File: src/rtl/muldiv_unit.sv
// Iterative radix-2 multiply / restoring divide engine with valid/ready handshake.
// Optional MULDIV_SPECIAL_BYPASS_EN: divide-by-zero and signed-overflow DIV skip CALC.
//
// state  | meaning
// IDLE   | waiting for a request, in_ready high
// CALC   | one multiply or divide bit per cycle, counter runs down to zero
// FIX    | sign correction and special-case override
// DONE   | result held, out_valid high until out_ready
module muldiv_unit #(
    parameter int WIDTH = 32
) (
    input  logic                 clk,
    input  logic                 rst,
    input  logic                 flush,
    input  logic                 in_valid,
    output logic                 in_ready,
    input  logic [1:0]           op,
    input  logic [WIDTH-1:0]     a,
    input  logic [WIDTH-1:0]     b,
    output logic                 out_valid,
    input  logic                 out_ready,
    output logic [2*WIDTH-1:0]   result,
    output logic                 div_by_zero
);

    localparam logic [1:0] S_IDLE = 2'd0;
    localparam logic [1:0] S_CALC = 2'd1;
    localparam logic [1:0] S_FIX  = 2'd2;
    localparam logic [1:0] S_DONE = 2'd3;

    localparam int              CNT_W    = $clog2(WIDTH + 1);
    localparam logic [CNT_W-1:0] CNT_ONE  = CNT_W'(1);
    localparam logic [CNT_W-1:0] CNT_LOAD = CNT_W'(WIDTH);
    localparam logic [WIDTH-1:0] MIN_NEG  = {1'b1, {(WIDTH-1){1'b0}}};
    localparam logic [WIDTH-1:0] ALL_ONES = '1;

    logic [1:0]         state;
    logic [CNT_W-1:0]   cnt;
    logic [2*WIDTH-1:0] acc;
    logic [WIDTH-1:0]   opb;
    logic [WIDTH-1:0]   a_raw;
    logic               is_div;
    logic               neg_res;
    logic               neg_rem;
    logic               dz;
    logic               ovf;

    logic               a_neg;
    logic               b_neg;
    logic [WIDTH-1:0]   a_mag;
    logic [WIDTH-1:0]   b_mag;
    logic               req_dz;
    logic               req_ovf;

    logic [WIDTH:0]     mul_sum;
    logic [2*WIDTH-1:0] mul_next;
    logic [WIDTH:0]     div_shift;
    logic [WIDTH:0]     div_trial;
    logic [2*WIDTH-1:0] div_next;
    logic [WIDTH-1:0]   quo_fix;
    logic [WIDTH-1:0]   rem_fix;
    logic [2*WIDTH-1:0] fix_val;

    assign in_ready    = (state == S_IDLE);
    assign out_valid   = (state == S_DONE);
    assign result      = acc;
    assign div_by_zero = dz;

    // op[0] clear selects the signed variants
    assign a_neg   = !op[0] && a[WIDTH-1];
    assign b_neg   = !op[0] && b[WIDTH-1];
    assign a_mag   = a_neg ? -a : a;
    assign b_mag   = b_neg ? -b : b;
    assign req_dz  = op[1] && (b == '0);
    assign req_ovf = (op == 2'b10) && (a == MIN_NEG) && (b == ALL_ONES);

    // Multiply: acc = {partial hi, remaining multiplier bits}, shifted right each step
    assign mul_sum  = {1'b0, acc[2*WIDTH-1:WIDTH]} + (acc[0] ? {1'b0, opb} : '0);
    assign mul_next = {mul_sum, acc[WIDTH-1:1]};

    // Divide: acc = {partial remainder, dividend bits shifting into quotient}
    assign div_shift = {acc[2*WIDTH-1:WIDTH], acc[WIDTH-1]};
    assign div_trial = div_shift - {1'b0, opb};
    assign div_next  = div_trial[WIDTH] ? {div_shift[WIDTH-1:0], acc[WIDTH-2:0], 1'b0}
                                        : {div_trial[WIDTH-1:0], acc[WIDTH-2:0], 1'b1};

    assign quo_fix = neg_res ? -acc[WIDTH-1:0] : acc[WIDTH-1:0];
    assign rem_fix = neg_rem ? -acc[2*WIDTH-1:WIDTH] : acc[2*WIDTH-1:WIDTH];

    always_comb begin
        fix_val = neg_res ? -acc : acc;
        if (is_div) begin
            if (dz)
                fix_val = {a_raw, ALL_ONES};
            else if (ovf)
                fix_val = {{WIDTH{1'b0}}, MIN_NEG};
            else
                fix_val = {rem_fix, quo_fix};
        end
    end

    always_ff @(posedge clk) begin
        if (rst) begin
            state   <= S_IDLE;
            cnt     <= '0;
            acc     <= '0;
            opb     <= '0;
            a_raw   <= '0;
            is_div  <= 1'b0;
            neg_res <= 1'b0;
            neg_rem <= 1'b0;
            dz      <= 1'b0;
            ovf     <= 1'b0;
        end else if (flush) begin
            state <= S_IDLE;
        end else begin
            case (state)
                S_IDLE: begin
                    if (in_valid) begin
                        cnt     <= CNT_LOAD;
                        acc     <= {{WIDTH{1'b0}}, a_mag};
                        opb     <= b_mag;
                        a_raw   <= a;
                        is_div  <= op[1];
                        neg_res <= a_neg ^ b_neg;
                        neg_rem <= a_neg;
                        dz      <= req_dz;
                        ovf     <= req_ovf;
`ifdef MULDIV_SPECIAL_BYPASS_EN
                        state   <= (req_dz || req_ovf) ? S_FIX : S_CALC;
`else
                        state   <= S_CALC;
`endif
                    end
                end
                S_CALC: begin
                    acc <= is_div ? div_next : mul_next;
                    cnt <= cnt - CNT_ONE;
                    if (cnt == CNT_ONE)
                        state <= S_FIX;
                end
                S_FIX: begin
                    acc   <= fix_val;
                    state <= S_DONE;
                end
                S_DONE: begin
                    if (out_ready)
                        state <= S_IDLE;
                end
                default: state <= S_IDLE;
            endcase
        end
    end

endmodule

File: config.mk
export PLATFORM = sky130hd
export DESIGN_NAME = muldiv_unit
export DESIGN_NICKNAME = d
export VERILOG_FILES = /design/src/rtl/muldiv_unit.sv
export SDC_FILE = /design/constraint.sdc
export NUM_CORES = 1
export LEC_CHECK = 0
export ABC_AREA = 1
export BUFFER_PORTS_ARGS = -buffer_cell sky130_fd_sc_hd__buf_2
export CAP_MARGIN = 20
export CORE_ASPECT_RATIO = 0.8
export CORE_UTILIZATION = 30
export CTS_CLUSTER_DIAMETER = 150
export DETAILED_ROUTE_END_ITERATION = 10
export GPL_TIMING_DRIVEN = 0
export SLEW_MARGIN = 30
export SYNTH_ARGS = -nofsm -noshare
export SYNTH_HDL_FRONTEND = slang
export SYNTH_SLANG_ARGS = --single-unit
File: constraint.sdc
create_clock -name clk -period 2.97 [get_ports clk]
set_input_delay 0.594 -clock clk [delete_from_list [all_inputs] [get_ports clk]]
set_output_delay 0.594 -clock clk [all_outputs]
set_load 0.02 [all_outputs]
==> results.md, run 1 <==
* Netlist cell types at 57
* Grt met2 use at 40.45%
* Min Tclk post-route at between 2 and 3 ns
* Stages on the worst setup path at 17
* Crit-path slowest cell: dfxtp_1
* HPWL after DPL at roughly 67 mm
* Worst IR Drop VDD at ~310 uV
* Final Hold Fails at 0
* Pwr dens at between 300 and 400 nW/um2
* Max Cap Viol at 0
* Max incr delay on CP at 0.49 ns
* ANT nets after route at 0
* Kind of critical path: register to register
* Syn_area_per_cell at around 5.6 um2
* Core area at about 54000 um2
* Die area at about 56000 um2
* Synth area leader: dfxtp_1
* Reg-to-Reg End: result[32]$_SDFFE_PP0P_
* Gpl congestion at between 1 and 1.5
* Seq/Total Area, Yosys at 17.22%
* Crit-path max FO at 7
* Max Fclk at 346.3 MHz
* Number of global-route vias before repair at about 19000
* Worst skew pair latency at about 0.46 ns
* Setup crit end kind: register
* PortBufs at roughly 140
* Root buffer cell: clkbuf_16
* FF-to-FF Start: opb[17]$_SDFFE_PP0P_
* Status: finished, final reports clean
* Routed len/inst at between 20 and 25 um
* Cell Chain, Critical Path: inv_1 > ha_1 > nand2_1 > nor2_2 > nand2_1 > nor2_1 > nand2_4 > nand2_2 > nand2_2 > nand2_8 > clkbuf_16 > nand2_1 > nand3_1 > nand2_1 > nand2_2 > nand2_1 > a21oi_1
* Dominant synthesized flop cell: dfxtp_1
* Worst-path clk slew at 0.07 ns
* Largest net degree at the start of global routing at 17
* RSZ-0062 raised after global routing: yes
* Total Power at roughly 7100 uW
* Top delay family on crit path: simple AND/OR/NAND/NOR gates
* FF-to-FF path depth at 17
* Fill cell count at roughly 6000
* CTS tree: built
* Cells after synthesis at 2948
* Net Count, Synth at about 3100
* Initial DRC Count at between 3000 and 4000
* H-tree depth at 4
* TritonCTS Sinks at 141
* Clock skew at approximately 0.014 ns
* Num rows at 76
* Via count at 21110
* Vias per cell at between 5 and 6
* Worst-case clock buffer depth at 2
* Hold Crit Class: input port to register
* Hold Startpoint: a[24]
* Slew @ Worst Pin at 0.9380 ns
* Met1 Usage GRT at approximately 43%
* Slew Limit Fails at 0
* Fin Setup TNS at 0 ns
* Share of cells above drive strength 1 at 12.93%
* Final setup violation count at 0
* Relative slew slack at 37.47%
* I/O pin cnt at roughly 140
* CTS Buf Count at 17
* P&R area growth vs syn at 16.41%
* CP most frequent cell: nand2_1
* Antenna violations before repair at 2
* Die height at about 210 um
* Initial core utilization at just over 30%
* Die Width at approximately 260 um
* Ant diodes at 0
* Most Crowded Layer GR: met1
* Async SR Flop Fraction at 0%
* GRT Resource Usage Total at between 20% and 30%
* GRT overflow at 0
* CP required at around 3.4 ns
* Top-area cell type share of the netlist area at between 10% and 20%
* Leak pwr at approximately 0.0092 uW
* Nets@finish at roughly 3300
* Drt pass-1 iters at 6
* GRT met3 Usage at under 10%
* Hold depth at 3
* Synth warn at 0
* CTS hold repair buffers at 0
* Mapped Area at ~16000 um2
* Post-synth EDFFs at 0
* Crit path DAT at around 3.3 ns
* Fin util at about 35%
* Post-route DRC at 0
* Nature of the critical path startpoint: register
* Fin crit share at 97.23%
* Worst path bufs/invs at 2
* Total routed wirelength at 82.39 mm
* Seq cells post-synth at around 140
* Global-route wire length before repair at 120.1 mm
* Setup slack, reg-to-reg at roughly 0.082 ns
* Worst Hold End: a_raw[24]$_SDFFE_PP0P_
* Area contributors post-synth: dfxtp_1, nand2_1, a21oi_1, inv_1, o21ai_0
## worst register-to-register path, delay by kind of cell, from the launching register on
kind / cells / cell delay [ns]
buf+inv: 2 / 0.26
flops: 1 / 0.49
fa+ha+maj: 1 / 0.36
simple gates: 13 / 1.57
compound gates: 1 / 0.12
## cell usage in the layout, fill, tap and decap left out, types with 10 or more instances in the layout
cell type	netlist	final
a21oi_1	318	306
a21oi_2	3	14
a31oi_1	29	29
buf_2	11	152
buf_4	5	16
clkbuf_1	78	75
clkbuf_16	0	19
dfxtp_1	141	112
dfxtp_2	0	27
ha_1	75	67
inv_1	391	385
inv_2	13	18
nand2_1	751	735
nand2_2	15	30
nand3_1	240	227
nand3_2	4	17
nand3b_1	10	10
nand4_1	45	45
nor2_1	291	281
nor2_2	21	27
nor2_4	10	14
nor3_1	32	29
o21ai_0	272	255
o21ai_1	16	27
o21bai_1	10	10
xnor2_1	14	14
xor2_1	59	58
## power by group
group | internal (uW) | switching (uW) | leakage (uW)
registers | 2030 | 213 | 0.00117
logic | 809 | 1990 | 0.00781
clock network | 1090 | 953 | 0.000264
## worst max path at each step
stage	from	end
2_1_floorplan	result[31]$_SDFFE_PP0P_	result[62]$_SDFFE_PP0P_
5_1_grt	result[0]$_SDFFE_PP0P_	result[54]$_SDFFE_PP0P_
3_3_place_gp	result[31]$_SDFFE_PP0P_	result[46]$_SDFFE_PP0P_
3_5_place_dp	result[31]$_SDFFE_PP0P_	result[46]$_SDFFE_PP0P_
6_report	opb[17]$_SDFFE_PP0P_	result[32]$_SDFFE_PP0P_
4_1_cts	result[44]$_SDFFE_PP0P_	result[57]$_SDFFE_PP0P_
## cells in the mapped netlist (all sizes together) (14+ instances only)
cell	number
o21ai	288
ha	75
dfxtp	141
clkbuf	78
nor3	37
a21oi	321
nand2	769
xor2	59
inv	404
nand3	245
nand4	47
xnor2	14
buf	30
a31oi	29
nor2	322
## per-layer routing
metal | part of all wire, % | up-vias
met4 | 2.5 | 2
met3 | 13 | 125
met5 | 0.011 | -
met1 | 46 | 9692
li1 | - | 10040
met2 | 39 | 1253
## stage by stage
step | cells | setup WS [ns] | hold WS, ns | area, um2
CTS | 3822 | -0.001642 | 0.4126 | 18630
global placement | 3787 | -1.209 | 0.4534 | 17950
floorplan | 2948 | 0.1662 | 0.4409 | 16390
global route | 3835 | -0.05333 | 0.4387 | 19080
detailed placement | 3787 | -1.245 | 0.4656 | 17950
finish | 3835 | 0.08223 | 0.4248 | 19080
## cell families (layout without fill, tap and decap cells)
group | after synthesis | count (layout) | share of synthesized area [%]
AOI/OAI and AO/OA | 687 | 687 | 22.09
xor gates and xnor gates | 73 | 73 | 3.901
adders and majority gates | 77 | 77 | 5.970
buffers and inverters | 516 | 701 | 12.30
DFF | 141 | 141 | 17.22
and+or+nand+nor | 1454 | 1454 | 38.52
## registers in the layout, indices dropped and copies added (netlist names)
| register | flops |
|---|---|
| result | 64 |
| div_by_zero | 1 |
| a_raw | 32 |
| ovf | 1 |
| state | 2 |
| is_div | 1 |
| neg_res | 1 |
| neg_rem | 1 |
| cnt | 6 |
| opb | 32 |
## timing repair
action | in CTS | in global routing
gates resized for setup | 43 | 116
cloned | 0 | 3
pin swaps | 2 | 7
buffers inserted | 3 | 10
endpoints found under the setup margin | 77 | 65
## area by class of cell
cell class              instances  area [um2]  share of cell area (%)
multi-input cells            2291       11880                   62.27
flip-flops and latches        141        2864                   15.01
inverters                     408        1544                   8.093
well taps                     702       878.3                   4.604
repair buffers                153       850.8                   4.460
plain buffers                 108       525.5                   2.754
clock buffers                  20       446.7                   2.341
clock inverters                12       88.84                  0.4656
Note: power is estimated with default switching activity, not from simulation.
==> run 2, diff against run 1 <==
Settings changed: SETUP_SLACK_MARGIN set to 0.2, SLEW_MARGIN 30 to 5.
==> run 2 against run 1 <==
  * Final area is 5.2% higher
  * Hold slack worse by 0.0099 ns
  * Clock skew hardly changed
  * Final cell count is 0.55% higher
  * Maximum frequency is 2.3% higher
  * Power is 3.8% higher
  * Non-clock buffer count is 19 higher
  * Combinational power is 4% higher
  * Sequential share of layout area is 0.56 points lower
  * Highest routed layer unchanged
==> results.md, run 2 (same netlist as run 1, synthesis figures left out) <==
* Status: finished, final reports clean
* Setup crit end kind: register
* Min Tclk post-route at 2.824 ns (-0.06371 ns)
* Routed len/inst at 21.22 um (-1.2%)
* Crit path DAT at 3.12 ns (-0.14 ns)
* PortBufs at 137 (unchanged)
* FF-to-FF Start: opb[26]$_SDFFE_PP0P_
* Largest net degree at the start of global routing at 17 (unchanged)
* GRT overflow at 0 (unchanged)
* Initial core utilization at 30.40% (unchanged)
* Max Cap Viol at 0 (unchanged)
* Cell Chain, Critical Path: inv_1 > ha_4 > nand2_1 > inv_1 > nand2_1 > nand2_1 > nand2_1 > nand2_1 > a21oi_4 > nand2_4 > nand2_4 > nand2_8 > buf_12 > buf_16 > o21ai_1 > nand3_1 > o211ai_1 > a21oi_1
* Via count at 21280 (+0.82%)
* Slew @ Worst Pin at 0.9930 ns (+0.05503 ns)
* Clock skew at 0.01412 ns (-0.0001657 ns)
* Hold Startpoint: a[24]
* Hold Crit Class: input port to register
* Reg-to-Reg End: result[0]$_SDFFE_PP0P_
* Max Fclk at 354.1 MHz (+2.3%)
* Worst-case clock buffer depth at 2 (unchanged)
* Die height at 211.1 um (unchanged)
* HPWL after DPL at 65.74 mm (-2.2%)
* Kind of critical path: register to register
* Relative slew slack at 33.80% (-3.7 points)
* Worst Hold End: a_raw[24]$_SDFFE_PP0P_
* Number of global-route vias before repair at 19120 (+2.1%)
* Max incr delay on CP at 0.34 ns (-0.15 ns)
* Most common cell after layout, fill and taps aside: nand2_1
* CTS tree: built
* H-tree depth at 4 (unchanged)
* Worst setup margin at 0.1459 ns (+0.06371 ns)
* Final Hold Fails at 0 (unchanged)
* I/O pin cnt at 138 (unchanged)
* Drt pass-1 iters at 6 (unchanged)
* Max FFs per register at 64 (unchanged)
* Total Power at 7354 uW (+3.8%)
* Core area at 53920 um2 (unchanged)
* Worst IR Drop VDD at 375.2 uV (+19%)
* Fin crit share at 95.09% (-2.1 points)
* CTS Buf Count at 17 (unchanged)
* TritonCTS Sinks at 141 (unchanged)
* Worst skew pair latency at 0.46 ns (about the same)
* Num rows at 76 (unchanged)
* Hold depth at 3 (unchanged)
* Commonest non-fill, non-tap cells in the layout: nand2_1, inv_1, a21oi_1, nor2_1, o21ai_0
* Final Cell Area at 20070 um2 (+5.2%)
* Vias per cell at 5.519 (+0.27%)
* CP required at 3.27 ns (-0.08 ns)
* Nature of the critical path startpoint: register
* Setup slack, reg-to-reg at 0.15 ns (+0.06 ns)
* Fill cell count at 5956 (-1.4%)
* P&R area growth vs syn at 22.44%
* Fin util at 37.22% (+1.8 points)
* Gpl congestion at 1.081 (+3.6%)
* Worst-path clk slew at 0.07 ns (about the same)
* Antenna violations before repair at 2 (unchanged)
* Sequential Area at 2899 um2 (+1.2%)
* Initial DRC Count at 2952 (-2.6%)
* Die Width at 263.3 um (unchanged)
* Leak pwr at 0.009473 uW (+2.4%)
* Root buffer cell: clkbuf_16
* Crit-path slowest cell: dfxtp_1
* Global-route wire length before repair at 119.4 mm (-0.56%)
* CP most frequent cell: nand2_1
* Slew Limit Fails at 0 (unchanged)
* ANT nets after route at 0 (unchanged)
* Final setup violation count at 0 (unchanged)
* RSZ-0062 raised after global routing: yes
* Area of the multi-input gates at 12560 um2 (+5.7%)
* Pwr dens at 366.5 nW/um2 (-1.3%)
* Pre-CTS WS at -0.6129 ns (+0.6322 ns)
* FF-to-FF path depth at 18 (+1)
* Share of cells above drive strength 1 at 17.64% (+4.7 points)
* Placed cell areas at 17950 um2 (about the same)
* Die area at 55570 um2 (unchanged)
* Total routed wirelength at 81.83 mm (-0.68%)
* Post-route DRC at 0 (unchanged)
* WHS at 0.4150 ns (-0.009856 ns)
* GRT Resource Usage Total at 28.52% (-0.43 points)
* Crit-path max FO at 6 (-1)
* Nets@finish at 3287 (+0.58%)
[run 2: how the worst max path moves through the flow]
stage	from	slack [ns]	to
final	opb[26]$_SDFFE_PP0P_	0.15	result[0]$_SDFFE_PP0P_
after global routing	result[0]$_SDFFE_PP0P_	0.02	result[62]$_SDFFE_PP0P_
after CTS	result[0]$_SDFFE_PP0P_	0.16	result[58]$_SDFFE_PP0P_
after detailed placement	result[31]$_SDFFE_PP0P_	-0.61	result[46]$_SDFFE_PP0P_
after global placement	result[31]$_SDFFE_PP0P_	-0.63	result[46]$_SDFFE_PP0P_
after floorplan	result[0]$_SDFFE_PP0P_	0.25	result[63]$_SDFFE_PP0P_
[run 2: repair_timing]
item / 4_1_cts / 5_1_grt
endpoints found under the setup margin: 83 / 56
pin swaps: 7 / 31
endpoints found under the hold margin: 0 / 0
gates resized for setup: 106 / 239
hold buffers: 0 / 0
gates cloned: 2 / 1
setup buffers: 11 / 21
[run 2: layout make-up]
| type | count | area share (%) |
|---|---|---|
| tap | 702 | 4.377 |
| clock buffer | 18 | 2.189 |
| timing repair buffer | 172 | 5.151 |
| antenna | 2 | 0.02494 |
| sequential | 141 | 14.45 |
| buffer | 108 | 2.762 |
| clock inverter | 14 | 0.7296 |
| multi-input combinational | 2291 | 62.59 |
| inverter | 408 | 7.732 |
[run 2: worst max-delay path: cells and delay by family (launching register included)]
| kind | cells | cell delay (ns) |
|---|---|---|
| AOI/OAI and AO/OA | 4 | 0.59 |
| buffers and inverters | 4 | 0.61 |
| adders and majority gates | 1 | 0.27 |
| DFF | 1 | 0.34 |
| and+or+nand+nor | 9 | 0.82 |
[run 2: power by group]
group	total (uW)	switching [uW]	internal [uW]
clock	2190	986	1210
combinational	2920	2050	877
sequential	2240	222	2020
total	7350	3250	4100
[run 2: per-layer routing]
metal  share of wire (%)  vias to the layer above  global-route usage [%]
met4                 2.9                        2                   9.216
met3                  13                      144                   7.566
met1                  44                     9774                   41.25
li1                    -                    10080                       -
met5               0.016                        -                       0
met2                  40                     1276                   40.36
[run 2: metrics by stage]
step	instances	TNS [ns]
after floorplan	2948	0
after global placement	3787	-32.19
after detailed placement	3787	-30.39
after CTS	3832	0
after global routing	3855	0
final	3856	0
